<file path="config.mk">
export PLATFORM = sky130hd
export DESIGN_NAME = if_id_reg
export DESIGN_NICKNAME = d
export VERILOG_FILES = /design/src/rtl/if_id_reg.sv
export SDC_FILE = /design/constraint.sdc
export NUM_CORES = 1
export LEC_CHECK = 0
export ABC_CLOCK_PERIOD_IN_PS = 3230
export CAP_MARGIN = 20
export CORE_ASPECT_RATIO = 0.7
export CORE_UTILIZATION = 43
export DETAILED_ROUTE_END_ITERATION = 8
export PLACE_DENSITY = 0.93
export SETUP_SLACK_MARGIN = 0.3
export SYNTH_ARGS = -nofsm -noshare
export SYNTH_HDL_FRONTEND = slang
export SYNTH_SLANG_ARGS = --single-unit
</file>
<file path="constraint.sdc">
create_clock -name clk -period 3.23 [get_ports clk]
set_input_delay 0.646 -clock clk [delete_from_list [all_inputs] [get_ports clk]]
set_output_delay 0.646 -clock clk [all_outputs]
set_load 0.01 [all_outputs]
</file>
<file path="src/rtl/if_id_reg.sv">
// rtl/if_id_reg.sv - IF/ID pipeline register with bubble insertion, sign-mode decode and field split
// Optional saturating stall counter on port stall_cnt when IF_ID_STALL_CNT_EN is defined.
module if_id_reg #(
    parameter logic [31:0] RESET_PC  = 32'h0000_0000,
    parameter logic [31:0] NOP_INSTR = 32'h0000_0000
) (
    input  logic        clk,
    input  logic        rst_n,
    input  logic [31:0] if_pc,
    input  logic [31:0] if_instr,
    input  logic        if_valid,
    input  logic        stall,
    input  logic        flush,
    output logic [31:0] id_pc,
    output logic [31:0] id_pc4,
    output logic [31:0] id_instr,
    output logic        id_valid,
    output logic [5:0]  id_op,
    output logic [4:0]  id_rs,
    output logic [4:0]  id_rt,
    output logic [4:0]  id_rd,
    output logic [4:0]  id_shamt,
    output logic [5:0]  id_funct,
    output logic [15:0] id_imm,
`ifdef IF_ID_STALL_CNT_EN
    output logic [15:0] stall_cnt,
`endif
    output logic        id_sign
);

    logic if_sign;

    // Sign-extend for branches, signed/unsigned arithmetic immediates and memory offsets;
    // logical immediates and lui stay zero-extended.
    always_comb begin
        if_sign = 1'b0;
        case (if_instr[31:26])
            6'b000100, 6'b000101,
            6'b001000, 6'b001001, 6'b001010, 6'b001011,
            6'b100000, 6'b100001, 6'b100011, 6'b100100, 6'b100101,
            6'b101000, 6'b101001, 6'b101011: if_sign = 1'b1;
            default:                         if_sign = 1'b0;
        endcase
    end

    always_ff @(posedge clk) begin
        if (!rst_n || flush) begin
            id_pc    <= RESET_PC;
            id_pc4   <= RESET_PC + 32'd4;
            id_instr <= NOP_INSTR;
            id_valid <= 1'b0;
            id_sign  <= 1'b0;
        end else if (!stall) begin
            id_pc    <= if_pc;
            id_pc4   <= if_pc + 32'd4;
            id_instr <= if_valid ? if_instr : NOP_INSTR;
            id_valid <= if_valid;
            id_sign  <= if_valid & if_sign;
        end
    end

`ifdef IF_ID_STALL_CNT_EN
    always_ff @(posedge clk) begin
        if (!rst_n) begin
            stall_cnt <= 16'h0000;
        end else if (stall && !flush && id_valid && stall_cnt != 16'hFFFF) begin
            stall_cnt <= stall_cnt + 16'd1;
        end
    end
`endif

    assign id_op    = id_instr[31:26];
    assign id_rs    = id_instr[25:21];
    assign id_rt    = id_instr[20:16];
    assign id_rd    = id_instr[15:11];
    assign id_shamt = id_instr[10:6];
    assign id_funct = id_instr[5:0];
    assign id_imm   = id_instr[15:0];

endmodule

</file>
==> reports/results.env, run 1 <==
STATUS='finished, final reports clean'
WORST_SKEW_PAIR.LATE_LATENCY_NS=0.33
CRITICAL_PATH_CLASS='in -> reg'
SYNTHESIS.INSTANCES=478
TIMING.FINAL.CRIT_SHARE=0.783
FINAL_HOLD_VIOL_COUNT=0
WORST_SLEW_SLACK_AS_A_FRACTION_OF_ITS_LIMIT=0.447
HOLD_END='id_pc[29]'
VIASPERCELL=5.29
POST-CTS-SETUP-BUFFER-COUNT=0
NUMBER_OF_WARNINGS_REPORTED_IN_THE_YOSYS_SYNTHESIS_LOG=0
LAYOUT-AREA-OVERHEAD-VS-SYNTH_PCT=49.6
NUM_IO_PINS=215
CRITICAL_PATH_REQUIRED_NS=3.46
CRIT_PATH_START_KIND='primary input'
DRT_PRE_ANTENNA_ITERS=5
CTS_HOLD_BUF=0
WORSTPATHARRIVAL_NS=2.76
INITIAL_ANTENNA_VIOLATION_COUNT=0
CTS-BUFFERS-INSERTED=9
FINAL_UTIL=0.662
ROUTE.ANTENNA.REMAINING_NETS=0
FIN_WORST_SKEW_NS=0
TOTAL_CONGESTION_OVERFLOW_AFTER_GLOBAL_ROUTING=0
FINAL_NETS=694
YOSYS_MOST_USED_DFF='sky130_fd_sc_hd__dfxtp_1'
YOSYSUNIQUECELLTYPES=44
PEAKVDDDROP_mV=0.442
SYNTH.TOP_CELL.AREA_SHARE=0.448
SETUP.WORST_PATH.END_CLASS='flop'
TIMING.CRITICAL_PATH.CELLS='clkdlybuf4s50_1 -> and3_2 -> and3_4 -> and3_1 -> a41oi_1 -> a311oi_1'
HOLD_PATH_DEPTH=2
CTS_TREE='built'
SYNTH.AREA.TOP_CELLS='sky130_fd_sc_hd__dfxtp_1 45%, sky130_fd_sc_hd__buf_4 9.1%, sky130_fd_sc_hd__nor2_1 6.7%'
FILL_CELLS=733
FP.DIEH_UM=85.6
CTS-ROOT-TO-SINK-BUFFERS=2
DPL.CELL_COUNT=741
POST_DP_CELL_AREA_UM2=6110
CORE_AREA_UM2=9680
DRIVE_GT1_FRAC=0.0589
SEQ_TOTAL_AREA_YOSYS=0.448
FINALSETUPTNS_NS=0
FINAL_CELL_COUNT_NO_FILL=756
TIMING.HOLD.WS_NS=0.466
CELL_WITH_THE_MOST_INSTANCES_AFTER_SYNTHESIS='sky130_fd_sc_hd__dfxtp_1'
SITE_ROWS=30
NUMBER_OF_FLOPS_MAPPED_TO_ENABLE_CELLS_BY_YOSYS=0
SYN_NETS=548
WORSTREGTOREGCELLS=3
REG2REG_SLACK_NS=2.23
GRT_PASS1_WL_MM=18.9
RSZ0062_AT_GRT='false'
VIAS_IN_THE_FIRST_GLOBAL_ROUTE=3816
ROUTED-VIA-COUNT=3996
FINAL.MIN_CLOCK_PERIOD_NS=2.53
SYNTH_TOP_CELLS_BY_COUNT='96 x sky130_fd_sc_hd__dfxtp_1, 76 x sky130_fd_sc_hd__nor2_1, 52 x sky130_fd_sc_hd__buf_4'
TIMING.RR.END='id_pc4[22]'
DIE-AREA_UM2=10400
WORST_MARGIN_PIN_SLEW_NS=0.829
WORST_R2R_STARTPOINT='id_pc4[22]'
DIE_X_UM=121
CELLPOWERDENSITY_nW_PER_UM2=424
CLOCK_TREE.ROOT_CELL='sky130_fd_sc_hd__clkbuf_16'
AREA_LEADER_NETLIST='sky130_fd_sc_hd__dfxtp_1'
SLEW_VIOL_FINAL=0
CRIT_PATH_MAX_FANOUT=14
CTS.SINKS=96
LARGEST_DELAY_SHARE_FAMILY_WORST_PATH='simple AND/OR/NAND/NOR gates'
TOTAL_LEAKAGE_POWER_uW=0.00236
HPWLAFTERDP_MM=8.95
FIRST_ITERATION_DETAILED_ROUTING_DRC_COUNT=201
MAXCAPVIOLATIONS=0
NETLIST_AREA_UM2=4290
GLOBAL_ROUTE.USAGE.TOTAL=0.232
WORST_SETUP_HOLD_PATH_CLK_SLEW_NS=0.06
SYN_AVG_CELL_AREA_UM2=8.97
CP_MAX_STAGE_DELAY_NS=0.60
SYNTH-SEQ-CELLS=96
WORST_HOLD_PATH_TYPE='reg -> reg'
SETUP-VIOLATIONS-FINAL=0
GP_ROUTABILITY_CONGESTION=0.816
NUM_ANTENNA_CELLS=0
DRT_DRC_VIOLATIONS_LEFT=0
MIN_FROM='id_pc[29]'
FMAX_ACHIEVED_MHz=395
PLACEMENT.IO_BUFFERS=214
CTS-RESIZED-GATES=0
FIN_AREA_UM2=6410
TOTAL_WIRE_LENGTH_MM=12.4
SYNTHARSTFLOPSHARE=0
GRT_MAX_DEGREE=120
WL_PER_CELL_UM=16.4
FLOORPLAN.INITIALDENSITY=0.443
CRIT_PATH_BUF_INV_COUNT=1
HTREEDEPTH=3
CP_SLOWEST_CELL='sky130_fd_sc_hd__clkdlybuf4s50_1'
==> flip-flops by register name (all words and copies together), names as in the netlist <==
signal	cells
id_instr	32
id_pc	32
id_pc4	30
id_sign	1
id_valid	1
==> how the worst max path moves through the flow <==
stage,start,end,slack [ns],depth (start not counted)
CTS,if_pc[18],id_pc4[26],0.73,6
floorplan,if_pc[10],id_pc4[27],1.32,8
global placement,if_pc[11],id_pc4[29],0.51,6
detailed placement,if_pc[18],id_pc4[26],0.38,6
global route,if_pc[11],id_pc4[26],0.60,6
finish,if_pc[18],id_pc4[26],0.70,6
==> placed cells by master (no fill, tap or decap), drive strengths merged, types with 5 or more instances in the layout <==
cell type	count
clkdlybuf4s50	213
dfxtp	96
nor2	76
nand2	34
a22oi	32
a21oi	29
mux2i	22
nand2b	11
clkbuf	11
a311oi	10
nor2b	9
nand3	8
and3	8
a31oi	7
mux2	6
buf	6
inv	5
xnor2	5
nand4	5
==> metrics by stage <==
stage | setup WS (ns) | total power (uW)
floorplan | 1.32 | 1440
global placement | 0.512 | 1640
detailed placement | 0.384 | 1650
CTS | 0.727 | 2740
global route | 0.597 | 2820
finish | 0.700 | 2720
==> kinds of logic after synthesis <==
group                      Yosys count  share of synthesized area
AOI/OAI and AO/OA                   94                      0.156
xor gates and xnor gates             8                     0.0163
adders and majority gates            1                    0.00292
buffers and inverters               89                      0.130
DFF                                 96                      0.448
muxes                               28                     0.0671
and+or+nand+nor                    162                      0.179
==> worst reg2reg max path, stage by stage, from the launching register on <==
cell and delay, ns:
sky130_fd_sc_hd__dfxtp_1 0.33, sky130_fd_sc_hd__mux2_2 0.26, sky130_fd_sc_hd__a31oi_1 0.19, sky130_fd_sc_hd__a211oi_1 0.07
==> final cells by class <==
cell class	count	area [um^2]	area share
clock buffer	11	253	0.0394
clock inverter	4	53.8	0.00839
inverter	5	18.8	0.00293
multi-input combinational	293	1820	0.283
sequential	96	1920	0.300
tap	128	160	0.0250
timing repair buffer	219	2190	0.341
==> power breakdown <==
group | switching [uW] | leakage, uW | internal (uW) | total (uW)
clock | 451 | 0.000144 | 640 | 1090
combinational | 178 | 0.00144 | 213 | 391
sequential | 22.3 | 0.000781 | 1220 | 1240
==> layer usage <==
metal  GRT usage  part of all wire  vias up  wire length (um)
met3      0.0944             0.090        8              1120
li1            -                 -     1915                 -
met1       0.253              0.38     1897              4700
met5           0                 0        -                 0
met2       0.417              0.52      176              6450
met4      0.0629            0.0092        0               114
No activity file was read; power rests on OpenSTA's default activity.
==> run 2: changes to the inputs <==
ABC_CLOCK_PERIOD_IN_PS = 2100   (was 3230)
CORE_UTILIZATION = 36   (was 43)
PLACE_DENSITY = 0.84   (was 0.93)
clock period = 2.1 ns   (was 3.23 ns; I/O delays follow)
==> run 2 against run 1 <==
Against the previous run:
- core utilization decreased by 5.6 points
- worst setup slack worse by 0.37 ns
- register-to-register slack lost 1.1 ns
- die area increased by 19%
- global-route usage is 3.3 points lower
- count of clock-buffer cells in the layout down 1
- non-clock buffer count rose by 36
- cell area increased by 6.7%
- combinational power rose by 64%
- critical path depth up 2
- flip-flop and latch count did not move
- routed wire length is 4.1% higher
- highest routed layer unchanged
==> reports/results.env, run 2 (synthesis results as in run 1) <==
VIASPERCELL=5.01  # was 5.29
LAYOUT_COMMON_CELLS='199 x sky130_fd_sc_hd__clkdlybuf4s50_1, 96 x sky130_fd_sc_hd__dfxtp_1, 76 x sky130_fd_sc_hd__nor2_1, 36 x sky130_fd_sc_hd__buf_4, 32 x sky130_fd_sc_hd__a22oi_1'  # was 213 x sky130_fd_sc_hd__clkdlybuf4s50_1, 96 x sky130_fd_sc_hd__dfxtp_1, 76 x sky130_fd_sc_hd__nor2_1, 34 x sky130_fd_sc_hd__nand2_1, 32 x sky130_fd_sc_hd__a22oi_1
CORE_AREA_UM2=11300  # was 9680 um^2
NUM_IO_PINS=215  # unchanged
FP.DIEH_UM=93.3  # was 85.6 um
DRT_PRE_ANTENNA_ITERS=6  # was 5
MOST_COMMON_LIBRARY_CELL_IN_THE_LAYOUT_IGNORING_FILL_AND_TAPS='sky130_fd_sc_hd__clkdlybuf4s50_1'  # unchanged
CRITICAL_PATH_REQUIRED_NS=2.35  # was 3.46 ns
CRITPATHLAUNCH='if_pc[14]'  # was if_pc[18]
WORST_SLEW_SLACK_AS_A_FRACTION_OF_ITS_LIMIT=0.752  # was 0.447
CTS_HOLD_BUF=0  # unchanged
WORST_MARGIN_PIN_SLEW_NS=0.367  # was 0.829 ns
FINAL_HOLD_VIOL_COUNT=0  # unchanged
TOTAL_WIRE_LENGTH_MM=12.9  # was 12.4 mm
DIE_X_UM=132  # was 121 um
REG_TOP3='id_instr: 32 flops, id_pc: 32 flops, id_pc4: 30 flops'  # unchanged
DRIVE_GT1_FRAC=0.123  # was 0.0589
TIMING.FINAL.CRIT_SHARE=0.842
CTS-ROOT-TO-SINK-BUFFERS=2  # unchanged
GRT_PASS1_WL_MM=19.5  # was 18.9 mm
HOLD_END='id_pc4[19]'  # was id_pc[29]
CTS-BUFFERS-INSERTED=9  # unchanged
FINAL.MIN_CLOCK_PERIOD_NS=1.77
PEAKVDDDROP_mV=0.358  # was 0.442 mV
ROUTED-VIA-COUNT=4096  # was 3996
GP_ROUTABILITY_CONGESTION=0.800  # was 0.816
WORST_SETUP_HOLD_PATH_CLK_SLEW_NS=0.06  # about the same
TOTAL_LEAKAGE_POWER_uW=0.00268  # was 0.00236 uW
RSZ0062_AT_GRT='true'  # was false
SLEW_VIOL_FINAL=0  # unchanged
WORSTPATHARRIVAL_NS=2.02  # was 2.76 ns
PLACEMENT.IO_BUFFERS=214  # unchanged
SETUP_SLACK_NS=0.331  # was 0.700 ns
MIN_FROM='if_pc[19]'  # was id_pc[29]
PLACE_WS_NS=-0.157  # was 0.384 ns
FLOORPLAN.INITIALDENSITY=0.380  # was 0.443
FIRST_ITERATION_DETAILED_ROUTING_DRC_COUNT=128  # was 201
LAYOUT-AREA-OVERHEAD-VS-SYNTH_PCT=59.6  # was 49.6%
HOLD_PATH_DEPTH=3  # was 2
WORST_R2R_STARTPOINT='id_pc4[22]'  # unchanged
INITIAL_ANTENNA_VIOLATION_COUNT=0  # unchanged
REG2REG_SLACK_NS=1.12  # was 2.23 ns
GRT_MAX_DEGREE=75  # was 120
TIMING.RR.END='id_pc4[22]'  # unchanged
FIN_AREA_UM2=6850  # was 6410 um^2
FINALPOWER_uW=4270  # was 2720 uW
CRIT_PATH_MAX_FANOUT=4  # was 14
HPWLAFTERDP_MM=9.46  # was 8.95 mm
FIN_WORST_SKEW_NS=0  # unchanged
DIE-AREA_UM2=12400  # was 10400 um^2
NUM_ANTENNA_CELLS=0  # unchanged
FINAL_NETS=730  # was 694
CTS.SINKS=96  # unchanged
CRIT_PATH_START_KIND='primary input'  # unchanged
CRITICAL_PATH_CLASS='in -> reg'  # unchanged
MAXCAPVIOLATIONS=0  # unchanged
SETUP-VIOLATIONS-FINAL=0  # unchanged
WORST_HOLD_PATH_TYPE='in -> reg'  # was reg -> reg
FMAX_ACHIEVED_MHz=565
DRT_DRC_VIOLATIONS_LEFT=0  # unchanged
ROUTE.ANTENNA.REMAINING_NETS=0  # unchanged
FILL_CELLS=925  # was 733
VIAS_IN_THE_FIRST_GLOBAL_ROUTE=3900  # was 3816
STATUS='finished, final reports clean'  # unchanged
SETUP.WORST_PATH.END_CLASS='flop'  # unchanged
HTREEDEPTH=3  # unchanged
GLOBAL_ROUTE.USAGE.TOTAL=0.200  # was 0.232
CTS_TREE='built'  # unchanged
WORSTREGTOREGCELLS=3  # unchanged
SITE_ROWS=32  # was 30
WORST_SKEW_PAIR.LATE_LATENCY_NS=0.33  # about the same
CELLPOWERDENSITY_nW_PER_UM2=624  # was 424 nW/um^2
TOTAL_CONGESTION_OVERFLOW_AFTER_GLOBAL_ROUTING=0  # unchanged
WL_PER_CELL_UM=15.8  # was 16.4 um
CLOCK_TREE.ROOT_CELL='sky130_fd_sc_hd__clkbuf_16'  # unchanged
POST_DP_CELL_AREA_UM2=6420  # was 6110 um^2
run 2: cell count changes in the layout (fill, tap and decap cells not counted), sizes merged:
cell           previous run  this run
buf                       6        41
bufinv                    1         2
clkdlybuf4s50           213       199
clkinvlp                  2         1
dlygate4sd2               0         2
dlymetal6s2s              0        12
inv                       5         6
run 2: how the worst max path moves through the flow:
stage	endpoint	slack, ns	depth (start not counted)
global placement	id_pc4[29]	-0.02	7
global route	id_pc4[22]	0.26	8
finish	id_pc4[22]	0.33	8
floorplan	id_pc4[27]	0.41	8
detailed placement	id_pc4[19]	-0.16	7
CTS	id_pc4[26]	0.29	7
run 2: power breakdown:
group | internal, uW | switching (uW)
Clock | 1040 | 683
Sequential | 1870 | 35.2
Combinational | 355 | 287
Total | 3270 | 1000
run 2: stage by stage:
stage / hold WS [ns] / TNS [ns] / cells / utilization
final: 0.454 / 0 / 817 / 0.606
after global routing: 0.453 / 0 / 817 / 0.606
after CTS: 0.469 / 0 / 813 / 0.597
after detailed placement: 0.459 / -0.667 / 797 / 0.569
after global placement: 0.453 / -0.0415 / 797 / 0.569
after floorplan: 0.486 / 0 / 478 / -
run 2: final cells by class:
| class | count | area (um^2) | area share |
|---|---|---|---|
| clock buffers | 10 | 229 | 0.0334 |
| clock inverters | 5 | 81.3 | 0.0119 |
| inverters | 5 | 18.8 | 0.00274 |
| multi-input cells | 293 | 1870 | 0.273 |
| flip-flops and latches | 96 | 1920 | 0.281 |
| well taps | 153 | 191 | 0.0280 |
| repair buffers | 255 | 2530 | 0.370 |
run 2: metal layers:
layer | global-route usage | part of all wire | up-vias
li1 | - | - | 1974
met1 | 0.218 | 0.41 | 1935
met2 | 0.364 | 0.50 | 175
met3 | 0.0710 | 0.080 | 12
met4 | 0.0584 | 0.012 | 0
met5 | 0 | 0 | -
run 2: timing repair:
item,in CTS,in global routing
setup endpoints to repair,8,8
pin swaps,5,7
buffers inserted,1,4
hold endpoints to repair,0,0
resized for setup,4,22
run 2: critical path: stages:
cell                              delay [ns]
sky130_fd_sc_hd__clkdlybuf4s50_1        0.52
sky130_fd_sc_hd__nand2_2                0.09
sky130_fd_sc_hd__nor3_4                 0.15
sky130_fd_sc_hd__buf_4                  0.15
sky130_fd_sc_hd__and4_4                 0.22
sky130_fd_sc_hd__buf_4                  0.14
sky130_fd_sc_hd__a31oi_2                0.12
sky130_fd_sc_hd__a211oi_2               0.22
==> run 3: changes to the inputs <==
ABC_CLOCK_PERIOD_IN_PS = 1600   (was 2100)
clock period = 1.6 ns   (was 2.1 ns; I/O delays follow)
==> run 3 against run 2 <==
Against the previous run:
- combinational power increased by 32%
- total power grew 29%
- global-route usage grew 2.2 points
- die area unchanged
- clock power rose by 26%
- sequential power is 31% higher
- flip-flop and latch count unchanged
- routed wire length up 7.4%
- register-to-register slack got worse by 0.47 ns
==> reports/results.env, run 3 (synthesis results as in run 1) <==
MOST_COMMON_LIBRARY_CELL_IN_THE_LAYOUT_IGNORING_FILL_AND_TAPS='sky130_fd_sc_hd__dfxtp_1'  # was sky130_fd_sc_hd__clkdlybuf4s50_1
HTREEDEPTH=3  # unchanged
LAYOUT-AREA-OVERHEAD-VS-SYNTH_PCT=57.4  # was 59.6%
CTS.SINKS=96  # unchanged
WORSTPATHARRIVAL_NS=1.57  # was 2.02 ns
FINAL.MIN_CLOCK_PERIOD_NS=1.29
TIMING.RR.END='id_pc4[26]'  # was id_pc4[22]
MAXCAPVIOLATIONS=0  # unchanged
HPWLAFTERDP_MM=9.98  # was 9.46 mm
NUM_ANTENNA_CELLS=0  # unchanged
WL_PER_CELL_UM=16.5  # was 15.8 um
ROUTE.ANTENNA.REMAINING_NETS=0  # unchanged
TOTAL_LEAKAGE_POWER_uW=0.00296  # was 0.00268 uW
FIN_WORST_SKEW_NS=0  # unchanged
TIMING.FINAL.CRIT_SHARE=0.805
FIRST_ITERATION_DETAILED_ROUTING_DRC_COUNT=180  # was 128
WORST_MARGIN_PIN_SLEW_NS=0.317  # was 0.367 ns
CRITICAL_PATH.ENDPOINT='id_pc4[18]'  # was id_pc4[22]
CTS-ROOT-TO-SINK-BUFFERS=2  # unchanged
CTS_TREE='built'  # unchanged
CTS-BUFFERS-INSERTED=9  # unchanged
GP_ROUTABILITY_CONGESTION=0.858  # was 0.800
GRT_MAX_DEGREE=69  # was 75
FINAL_HOLD_VIOL_COUNT=0  # unchanged
TOTAL_WIRE_LENGTH_MM=13.8  # was 12.9 mm
CRIT_PATH_MAX_FANOUT=5  # was 4
GRT_PASS1_WL_MM=21.5  # was 19.5 mm
GLOBAL_ROUTE.USAGE.TOTAL=0.221  # was 0.200
FINAL_NETS=750  # was 730
FINALPOWER_uW=5510  # was 4270 uW
CRITICAL_PATH_CLASS='in -> reg'  # unchanged
WORSTREGTOREGCELLS=3  # unchanged
DIE_X_UM=132  # unchanged
SITE_ROWS=32  # unchanged
DRT_DRC_VIOLATIONS_LEFT=0  # unchanged
CORE_AREA_UM2=11300  # unchanged
REG_TOP3='id_instr: 32 flops, id_pc: 32 flops, id_pc4: 30 flops'  # unchanged
DRT_PRE_ANTENNA_ITERS=4  # was 6
CRIT_PATH_START_KIND='primary input'  # unchanged
RSZ0062_AT_GRT='true'  # unchanged
PEAKVDDDROP_mV=0.533  # was 0.358 mV
VIAS_IN_THE_FIRST_GLOBAL_ROUTE=4251  # was 3900
PLACEMENT.IO_BUFFERS=214  # unchanged
REG2REG_SLACK_NS=0.65  # was 1.12 ns
DRIVE_GT1_FRAC=0.314  # was 0.123
WORST_SETUP_HOLD_PATH_CLK_SLEW_NS=0.07  # was 0.06 ns
ROUTED-VIA-COUNT=4267  # was 4096
SETUP-VIOLATIONS-FINAL=0  # unchanged
CLOCK_TREE.ROOT_CELL='sky130_fd_sc_hd__clkbuf_16'  # unchanged
VIASPERCELL=5.09  # was 5.01
TOTAL_CONGESTION_OVERFLOW_AFTER_GLOBAL_ROUTING=0  # unchanged
FP.DIEH_UM=93.3  # unchanged
CTS_HOLD_BUF=0  # unchanged
STATUS='finished, final reports clean'  # unchanged
NUM_IO_PINS=215  # unchanged
DIE-AREA_UM2=12400  # unchanged
SLEW_VIOL_FINAL=0  # unchanged
INITIAL_ANTENNA_VIOLATION_COUNT=0  # unchanged
FLOORPLAN.INITIALDENSITY=0.380  # unchanged
WORST_R2R_STARTPOINT='id_pc4[26]'  # was id_pc4[22]
CELLPOWERDENSITY_nW_PER_UM2=816  # was 624 nW/um^2
WORST_SLEW_SLACK_AS_A_FRACTION_OF_ITS_LIMIT=0.789  # was 0.752
FMAX_ACHIEVED_MHz=777
CRITICAL_PATH_REQUIRED_NS=1.88  # was 2.35 ns
CRITPATHLAUNCH='if_pc[13]'  # was if_pc[14]
SETUP.WORST_PATH.END_CLASS='flop'  # unchanged
WORST_SKEW_PAIR.LATE_LATENCY_NS=0.33  # about the same
LAYOUT_COMMON_CELLS='80 x sky130_fd_sc_hd__dfxtp_1, 73 x sky130_fd_sc_hd__nor2_1, 64 x sky130_fd_sc_hd__clkbuf_2, 64 x sky130_fd_sc_hd__clkdlybuf4s15_1, 52 x sky130_fd_sc_hd__buf_4'  # was 199 x sky130_fd_sc_hd__clkdlybuf4s50_1, 96 x sky130_fd_sc_hd__dfxtp_1, 76 x sky130_fd_sc_hd__nor2_1, 36 x sky130_fd_sc_hd__buf_4, 32 x sky130_fd_sc_hd__a22oi_1
WORST_HOLD_PATH_TYPE='in -> reg'  # unchanged
FINALSETUPTNS_NS=0  # unchanged
## run 3: metal layers
metal,track usage,vias up,wire length (um)
met5,0,-,0
met4,0.0805,0,233
met3,0.0764,19,1140
met2,0.399,189,6890
met1,0.242,2038,5580
li1,-,2021,-
## run 3: power breakdown
group	total [uW]	switching (uW)	internal (uW)	leakage, uW
Clock	2160	909	1250	0.000145
Sequential	2510	45.6	2460	0.000788
Combinational	844	412	432	0.00202
## run 3: worst max-delay path: stages
cell	delay, ns
sky130_fd_sc_hd__buf_4	0.10
sky130_fd_sc_hd__nand4_4	0.12
sky130_fd_sc_hd__nor3_4	0.24
sky130_fd_sc_hd__buf_6	0.14
sky130_fd_sc_hd__and4_4	0.25
sky130_fd_sc_hd__mux2_4	0.32
sky130_fd_sc_hd__nor2_4	0.08
## run 3: area by class of cell
| class | count | area, um^2 |
|---|---|---|
| tap | 153 | 191 |
| sequential | 96 | 1940 |
| inverter | 5 | 18.8 |
| timing repair buffer | 274 | 2320 |
| fill | 973 | 4540 |
| multi-input combinational | 294 | 1980 |
| clock inverter | 5 | 56.3 |
| clock buffer | 11 | 243 |
## run 3: worst min-delay path by stage
stage               startpoint          to  cells past startpoint
floorplan            if_pc[14]  id_pc4[14]                      1
global placement    id_pc4[15]  id_pc4[15]                      2
detailed placement  id_pc4[15]  id_pc4[15]                      2
CTS                  if_pc[17]  id_pc4[17]                      3
global route         if_pc[20]   id_pc[20]                      3
finish               if_pc[20]   id_pc[20]                      3
## run 3: timing repair
item                                    4_1_cts  5_1_grt
gates cloned                                  1        0
pin swaps                                    15       12
gates resized for setup                     312      160
buffers inserted                              4        5
endpoints found under the setup margin      179      174
## run 3: per-stage QoR
| stage | utilization | setup WS [ns] | hold slack, ns | area (um^2) | instances |
|---|---|---|---|---|---|
| final | 0.598 | 0.313 | 0.288 | 6750 | 838 |
| after global routing | 0.598 | 0.263 | 0.303 | 6750 | 838 |
| after CTS | 0.614 | 0.289 | 0.306 | 6930 | 833 |
| after detailed placement | 0.587 | -0.525 | 0.457 | 6630 | 812 |
| after global placement | 0.587 | -0.430 | 0.450 | 6630 | 812 |
| after floorplan | - | 0.204 | 0.429 | 4420 | 478 |
==> edit (config.mk and constraints of run 1) <==
Add a define of `IF_ID_STALL_CNT_EN`.
--- a/src/rtl/if_id_reg.sv
+++ b/src/rtl/if_id_reg.sv
@@ -1,4 +1,6 @@
 // rtl/if_id_reg.sv - IF/ID pipeline register with bubble insertion, sign-mode decode and field split
 // Optional saturating stall counter on port stall_cnt when IF_ID_STALL_CNT_EN is defined.
+`define IF_ID_STALL_CNT_EN
+
 module if_id_reg #(
     parameter logic [31:0] RESET_PC  = 32'h0000_0000,
Function (old outputs only; new: stall_cnt): kept (equiv_simple and equiv_induct, registers matched by name and starting in step).
==> edit against run 1 <==
Combinational power up 4%. Synthesized area up 16%. Register-to-register slack worse by 0.83 ns. Total power up 14%. Sequential cell count up 16. Global-route usage up 0.60 points. Fmax up 1.9%. Setup slack better by 0.047 ns. Sequential power up 16%. Final area up 16%. First-iteration DRC count down 0.50%. Wire length up 15%.
==> edit: results (changes against run 1) <==
Worst-Skew Late Latency=0.34 ns; diode count=0 (unchanged); Worst VDD drop=0.0002976 V (-33%); Max Slew Vio Count=0 (unchanged); run status=finished clean; root buf cell=clkbuf_16; CTS max path bufs=2 (unchanged); Synth area leaders=dfxtp_1 45%, mux2i_1 8.0%, buf_4 7.5%, nor2_1 6.2%, a22oi_1 4.8%; CTS clk-pin slew, worst paths=0.07 ns; post-synthesis sequential area ratio=44.90% (+0.080 points); pin count of the biggest net entering global routing=53 (-56%); Post-synth ARST share=0% (unchanged); placed wire-length estimate=10.53 mm (+18%); global-route wire length before repair=22.30 mm (+18%); All-Layer GR Usage=23.82% (+0.60 points); Crit Path Category=input pin to flip-flop; WL/cell=16.05 µm (-2.0%); Slew headroom=52.94% (+8.2 points); DRT Pass-1 Iters=4 (-1); Setup Fix Bufs, Post-CTS=0 (unchanged); TritonCTS buffer count=9 (unchanged); Worst Skew=0.004658 ns (+0.004658 ns); antenna violations before repair=0 (unchanged); Worst Hold Class=flip-flop to flip-flop; leakage=2.818 nW (+19%); cts repair resizes=0 (unchanged); drt first-iter violations=200 (-0.50%); PortBufs=230 (+7.5%); number of global-route vias before repair=4444 (+16%); Crit path arrival time=2.74 ns (-0.02 ns); post-synth net total=627 (+14%); CP Max Fanout=9 (-5); # H-tree levels=3 (unchanged); layout cells sized above 1=5.328% (-0.56 points); Final Wtd Congestion=0.8266 (+1.3%); Layout Nets=798 (+15%); via-per-instance ratio=5.179 (-2.0%); yosys warns=0 (unchanged); biggest regs=id_instr x32, id_pc x32, id_pc4 x30; synth unique cells=46 (+4.5%); top post-synthesis cells by count=112 x dfxtp_1, 82 x nor2_1, 50 x buf_4
## edit: changes by cell type in the layout (fill, tap and decap cells not counted), moves of 6 or more
cell             before  now
xor2_1                3   22
mux2i_1              22   40
o21ai_0               1   19
clkdlybuf4s50_1     213  229
dfxtp_1              96  112
nand3_1               7   23
nand4_1               4   13
a311oi_1              9    1
nand2_1              34   27
a31oi_1               6    0
nor2_1               76   82
nor2b_1               8    2
## edit: worst paths after layout
path / from / to / slack (ns) / depth (start not counted)
max: if_pc[2] / id_pc4[26] / 0.75 / 7
min reg2reg: id_pc4[4] / id_pc4[4] / 0.46 / 2
max reg2reg: stall_cnt[1] / stall_cnt[3] / 1.40 / 6
min: id_pc4[4] / id_pc4[4] / 0.46 / 2
## edit: area by class of cell
cell class / instances / area (µm²)
clock inverter: 4 / 73.82
tap: 153 / 191.4
sequential: 112 / 2242
clock buffer: 12 / 266.5
multi-input combinational: 358 / 2242
fill: 839 / 3761
inverter: 7 / 26.28
timing repair buffer: 239 / 2367
## edit: critical path, stage by stage
cell and delay (ns):
clkdlybuf4s50_1 0.58, ha_1 0.27, nand2_1 0.13, nor3_2 0.56, nand3_1 0.20, xor2_1 0.18, a21oi_1 0.17
## edit: logic make-up after synthesis
logic type	after synthesis	share of synthesized area, %
adders and majority gates	2	0.5010
AOI/OAI and AO/OA	93	11.73
and+or+nand+nor	193	19.24
DFF	112	44.90
buffers and inverters	86	10.30
xor gates and xnor gates	29	5.086
muxes	41	8.243
## edit: through the flow
step	instances	hold slack (ns)	power (W)	setup slack, ns	cell area [µm²]
CTS	885	0.4702	0.003123	0.7729	7410
finish	885	0.4648	0.003098	0.7475	7410
global placement	869	0.4532	0.001866	0.6338	7069
floorplan	556	0.4856	0.001649	1.416	4994
global route	885	0.4900	0.003214	0.5672	7410
detailed placement	869	0.4595	0.001876	0.4422	7069
## edit: routing by layer
layer	track usage, %	wire [µm]	vias up
li1	-	-	2212
met1	25.73	5675	2165
met2	42.46	7098	181
met3	8.576	1124	25
met4	8.333	308	0
met5	0	0	-
## edit: where the power goes
group          total, W  leakage (nW)  internal (W)  switching (W)
clock network   0.00125         0.169      0.000746       0.000505
logic          0.000406          1.74      0.000217       0.000189
registers       0.00144         0.910       0.00142      0.0000244
total           0.00310          2.82       0.00238       0.000718
